--- src/rtl/ieee_float_pkg.sv ---
// Shared IEEE float types: rounding modes and the iterative-normalizer FSM encoding.
package ieee_float_pkg;

   typedef enum logic [2:0] {
      RNE = 3'd0,
      RTZ = 3'd1,
      RDN = 3'd2,
      RUP = 3'd3,
      RMM = 3'd4
   } round_mode_t;

   typedef enum logic [1:0] {
      IDLE = 2'd0,
      NORM = 2'd1,
      DONE = 2'd2
   } norm_state_t;

endpackage

--- src/rtl/float_normalizer.sv ---
// Iterative one-bit-per-cycle normalizer producing the {A, sticky, exp} form the rounder consumes.
module float_normalizer
   import ieee_float_pkg::*;
#(
   parameter int unsigned N    = 24,
   parameter int unsigned W    = 2 * N,
   parameter int unsigned E    = 10,
   parameter int          EMIN = 1
) (
   input  logic              clock,
   input  logic              reset_n,
   input  logic              in_valid,
   output logic              in_ready,
   input  logic              sign_in,
   input  logic [W-1:0]      mag_in,
   input  logic [E-1:0]      exp_in,
   input  round_mode_t       round_mode_in,
   output logic              out_valid,
   input  logic              out_ready,
   output logic              sign,
   output logic [N-1:0]      A,
   output logic [1:0]        sticky,
   output logic [E-1:0]      exp_out,
   output round_mode_t       round_mode,
   output logic              tiny,
   output logic              zero
);

   localparam logic signed [E-1:0] EMIN_E = E'(EMIN);
   localparam logic signed [E-1:0] ONE_E  = E'(1);

   norm_state_t             r_state;
   logic [W-1:0]            r_mag;
   logic signed [E-1:0]     r_exp;
   logic                    r_sign;
   round_mode_t             r_round_mode;
   logic                    r_tiny;
   logic                    r_zero;

   logic                    w_below_emin;
   logic                    w_above_emin;

   assign w_below_emin = (r_exp < EMIN_E);
   assign w_above_emin = (r_exp > EMIN_E);

   // Handshake and rounder-facing fields are direct views of the held registers.
   assign in_ready   = (r_state == IDLE);
   assign out_valid  = (r_state == DONE);
   assign A          = r_mag[W-1 -: N];
   assign sticky     = {r_mag[W-N-1], |r_mag[W-N-2:0]};
   assign exp_out    = r_exp;
   assign sign       = r_sign;
   assign round_mode = r_round_mode;
   assign tiny       = r_tiny;
   assign zero       = r_zero;

   always_ff @(posedge clock or negedge reset_n) begin
      if (!reset_n) begin
         r_state      <= IDLE;
         r_mag        <= '0;
         r_exp        <= '0;
         r_sign       <= 1'b0;
         r_round_mode <= RNE;
         r_tiny       <= 1'b0;
         r_zero       <= 1'b0;
      end else begin
         case (r_state)
            IDLE: begin
               if (in_valid) begin
                  r_mag        <= mag_in;
                  r_exp        <= exp_in;
                  r_sign       <= sign_in;
                  r_round_mode <= round_mode_in;
                  r_tiny       <= 1'b0;
                  r_zero       <= 1'b0;
                  r_state      <= NORM;
               end
            end
            NORM: begin
               if (r_mag == '0) begin
                  r_zero  <= 1'b1;
                  r_exp   <= EMIN_E;
                  r_state <= DONE;
               end else if (w_below_emin && (r_mag[W-1:1] == '0)) begin
                  // Only the jammed LSB remains, so further right shifts cannot change it.
                  r_exp <= EMIN_E;
               end else if (w_below_emin) begin
                  r_mag <= {1'b0, r_mag[W-1:2], r_mag[1] | r_mag[0]};
                  r_exp <= r_exp + ONE_E;
               end else if (!r_mag[W-1] && w_above_emin) begin
                  r_mag <= r_mag << 1;
                  r_exp <= r_exp - ONE_E;
               end else begin
                  r_tiny  <= ~r_mag[W-1];
                  r_state <= DONE;
               end
            end
            DONE: begin
               if (out_ready) r_state <= IDLE;
            end
            default: r_state <= IDLE;
         endcase
      end
   end

endmodule

--- config.mk ---
export PLATFORM = sky130hd
export DESIGN_NAME = float_normalizer
export DESIGN_NICKNAME = d
export VERILOG_FILES = /design/src/rtl/ieee_float_pkg.sv /design/src/rtl/float_normalizer.sv
export SDC_FILE = /design/constraint.sdc
export NUM_CORES = 1
export LEC_CHECK = 0
export CAP_MARGIN = 20
export CELL_PAD_IN_SITES_DETAIL_PLACEMENT = 0
export CELL_PAD_IN_SITES_GLOBAL_PLACEMENT = 1
export CORE_MARGIN = 4
export CORE_UTILIZATION = 37
export DETAILED_ROUTE_END_ITERATION = 10
export MAX_ROUTING_LAYER = met4
export PLACE_DENSITY_LB_ADDON = 0.1
export SYNTH_ARGS = -nofsm -noshare
export SYNTH_HDL_FRONTEND = slang
export SYNTH_SLANG_ARGS = --single-unit
export TNS_END_PERCENT = 5
--- constraint.sdc ---
create_clock -name clock -period 3 [get_ports clock]
set_input_delay 0.6 -clock clock [delete_from_list [all_inputs] [get_ports clock]]
set_output_delay 0.6 -clock clock [all_outputs]
set_load 0.02 [all_outputs]
==> impl_metrics.env, run 1 <==
export IMPL_yosysWarningCount=0
export IMPL_rrSetupSlack_ns=0.31
export IMPL_gp_congestion=0.861
export IMPL_antenna_cells=0
export IMPL_syn2layout_area_growth_pct=29.9
export IMPL_drv_cap=0
export IMPL_wl_met1_mm=5.49
export IMPL_dp_slack_ns=0.302
export IMPL_power_leakage_nw=2.34
export IMPL_reg2reg_depth=8
export IMPL_synthTopCellsByArea="dfrtp_1 (38%), mux2i_1 (11%), a21oi_1 (7.3%)"
export IMPL_cts_sinks=66
export IMPL_irDropWorstVdd_mv=0.464
export IMPL_grt_max_degree=62
export IMPL_worstSkewPairLatency_ns=0.32
export IMPL_min_path_type="in -> async"
export IMPL_start_kind="flip-flop"
export IMPL_worstPathArrival_ns=2.20
export IMPL_crit_start="r_mag[8]"
export IMPL_pin_count=110
export IMPL_first_global_vias=3700
export IMPL_timing_rr_end="r_mag[45]"
export IMPL_wl_met2_mm=5.44
export IMPL_dp_hpwl_mm=8.11
export IMPL_vias_per_cell=5.23
export IMPL_setup_viol=0
export IMPL_finalPower_w=0.00691
export IMPL_min_period_ns=2.80
export IMPL_die_area_um2=13400
export IMPL_worst_pin_slew_ns=0.639
export IMPL_h_tree_depth=3
export IMPL_vias=3789
export IMPL_grt_pass1_wl_mm=19.1
export IMPL_io_buffer_count=109
export IMPL_clk_pin_slew_ns=0.05
export IMPL_die_h_um=116
export IMPL_worstPathMaxFanout=4
export IMPL_rsz0062_at_grt="no"
export IMPL_start_util_pct=37.7
export IMPL_reg2reg_from="exp_out[1]"
export IMPL_drive_above_1_share_pct=8.95
export IMPL_internal_power_w=0.00374
export IMPL_num_fill_cells=1157
export IMPL_overflow=0
export IMPL_drt_iter0_drc=195
export IMPL_synth_area_um2=4310
export IMPL_final_core_util_pct=49.0
export IMPL_critPathCaptureType="output port"
export IMPL_synth_top_area_share_pct=38.3
export IMPL_core_rowCount=39
export IMPL_multi_input_comb_area_um2=2230
export IMPL_finalCritPeriodShare_pct=93.3
export IMPL_postSynthAreaPerCell_um2=8.49
export IMPL_clockPowerShare_pct=15.2
export IMPL_swShare_pct=45.9
export IMPL_ant_nets=0
export IMPL_slew_violations=0
export IMPL_die_w_um=116
export IMPL_post_drt_wl_per_cell_um=15.9
export IMPL_syn_inst=508
export IMPL_syn_nets=577
export IMPL_comb_power_share_pct=57.0
export IMPL_setup_slack_ns=0.200
export IMPL_seq_area_um2=1650
export IMPL_synth_cell_types=52
export IMPL_first_pass_iters=4
export IMPL_fmax_ghz=0.357
export IMPL_cts_buffers=9
export IMPL_finClkSkew_ns=0.00984
export IMPL_cts_tree="done"
export IMPL_grt_total_usage_pct=18.3
export IMPL_pwr_density_cell_nw_per_um2=1230
export IMPL_hold_buffers=0
export IMPL_slew_headroom_pct=57.4
export IMPL_power_switching_w=0.00317
export IMPL_cp_required_ns=2.40
export IMPL_drt_total_wl_mm=11.5
export IMPL_antenna_found_initial=0
export IMPL_root_buffer="clkbuf_16"
export IMPL_power_share_sequential_pct=27.8
export IMPL_coreArea_um2=11400
export IMPL_seq_area_frac_synth_pct=38.3
export IMPL_setup_tns_ns=0
export IMPL_drc=0
export IMPL_yosys_area_top_type="dfrtp_1"
export IMPL_routed_wl_met3_um=552
export IMPL_holdWs_ns=0.302
export IMPL_hold_viol_final=0
export IMPL_timing_worst_setup_path_type="reg -> out"
export IMPL_yosys_register_bits=66
export IMPL_clk_path_buf_depth=2
export IMPL_maxUsedRoutingLayer="met4"
export IMPL_nets=647
export IMPL_outcome="finished clean"
==> cells in the final DEF (no fill, tap or decap), drive strengths merged, types with 3 or more instances in the layout <==
cell,n
clkdlybuf4s50,108
dfrtp,66
a21oi,64
nor2,61
nand2,59
o21ai,51
mux2i,47
nor4,14
buf,14
clkbuf,12
inv,10
nand3,10
nor3,7
mux2,5
o22ai,5
nand4,4
a221oi,3
ha,3
a31oi,3
or4,3
==> worst max path at each step <==
stage               depth (start not counted)          to  slack (ns)
floorplan                                   9  exp_out[6]        0.61
global placement                            7  exp_out[6]        0.29
detailed placement                          7  exp_out[6]        0.30
CTS                                         4   sticky[0]        0.08
global route                                4   sticky[0]        0.08
finish                                      4   sticky[0]        0.20
==> per-stage QoR <==
step	cells	area, um2
4_1_cts	723	5590
3_5_place_dp	709	5290
3_3_place_gp	709	5290
2_1_floorplan	508	4310
5_1_grt	724	5600
6_report	724	5600
==> cell usage after synthesis (all sizes together) <==
cell type and count:
a41o 1, nor3 7, o32ai 1, or3 1, clkbuf 18, nor2 61
o31a 1, a221oi 3, or2 1, a22o 1, o22ai 5, a211o 1
a32oi 1, nand3 10, mux2i 47, o41ai 1, nor2b 2, dfrtp 66
o211ai 1, o21a 1, and3 2, a21oi 64, a211oi 1, nor4 14
inv 10, xor2 1, or4 3, a21o 1, nor3b 1, nand2b 2
or4b 1, nor4b 2, ha 3, nand2 59, o31ai 1, o21ai 51
and2 2, a22oi 2, nand4 4, mux2 5, a31oi 3, o2bb2ai 1
buf 45
==> registers in the layout (all words and copies together), names as in the netlist <==
signal,count
exp_out,10
zero,1
r_state,2
sign,1
round_mode,3
tiny,1
r_mag,48
==> power groups by stage <==
stage               clock network [W]  logic, W  registers, W
floorplan                           0   0.00315       0.00181
global placement                    0   0.00392       0.00191
detailed placement                  0   0.00398       0.00192
CTS                           0.00109   0.00399       0.00192
global route                  0.00113   0.00441       0.00200
finish                        0.00105   0.00394       0.00192
==> cells by family after synthesis <==
family | Yosys count | share of synthesized area, %
compound gates | 141 | 19.8
xor+xnor | 1 | 0.203
mux | 52 | 12.2
buf+inv | 73 | 10.7
flops | 66 | 38.3
fa+ha+maj | 3 | 0.871
simple gates | 172 | 17.9
==> per-layer routing <==
metal | track usage, % | vias up
li1 | - | 1916
met1 | 25.1 | 1783
met2 | 28.5 | 88
met3 | 3.39 | 2
met4 | 3.48 | 0
met5 | - | -
==> worst max-delay path: stages, from the launching register on <==
cell and delay, ns:
dfrtp_1 0.41, nor4_1 0.34, nand2_1 0.18, or3_1 0.40, clkdlybuf4s50_1 0.55
==> cell type report <==
cell class / count / area share [%]
multi-input combinational: 369 / 39.8
sequential: 66 / 29.5
timing repair buffer: 122 / 21.6
clock buffer: 12 / 4.58
tap: 143 / 3.20
clock inverter: 2 / 0.671
inverter: 10 / 0.671
==> timing repair <==
| action | 4_1_cts | 5_1_grt |
|---|---|---|
| hold endpoints to repair | 0 | 0 |
| gates cloned | 0 | 0 |
| pin swaps | 0 | 1 |
| setup endpoints to repair | 1 | 1 |
| buffers inserted | 0 | 1 |
| resized for setup | 1 | 0 |
Power figures use the tool's default switching activity.
==> inputs of run 2 (changes only) <==
--- a/config.mk
+++ b/config.mk
@@ -10,7 +10,9 @@
 export CELL_PAD_IN_SITES_GLOBAL_PLACEMENT = 1
 export CORE_MARGIN = 4
 export CORE_UTILIZATION = 37
+export CTS_CLUSTER_SIZE = 12
 export DETAILED_ROUTE_END_ITERATION = 10
+export HOLD_SLACK_MARGIN = 0.03
 export MAX_ROUTING_LAYER = met4
 export PLACE_DENSITY_LB_ADDON = 0.1
 export SYNTH_ARGS = -nofsm -noshare
==> results of run 2 <==
Same layout as run 1: the final DEF is identical, and so are final timing and power.
==> inputs of run 3 (changes only) <==
--- a/config.mk
+++ b/config.mk
@@ -10,11 +10,11 @@
 export CELL_PAD_IN_SITES_GLOBAL_PLACEMENT = 1
 export CORE_MARGIN = 4
 export CORE_UTILIZATION = 37
-export CTS_CLUSTER_SIZE = 12
 export DETAILED_ROUTE_END_ITERATION = 10
 export HOLD_SLACK_MARGIN = 0.03
 export MAX_ROUTING_LAYER = met4
 export PLACE_DENSITY_LB_ADDON = 0.1
+export SKIP_LAST_GASP = 1
 export SYNTH_ARGS = -nofsm -noshare
 export SYNTH_HDL_FRONTEND = slang
 export SYNTH_SLANG_ARGS = --single-unit
==> results of run 3 <==
Same layout as run 1: the final DEF is identical, and so are final timing and power.
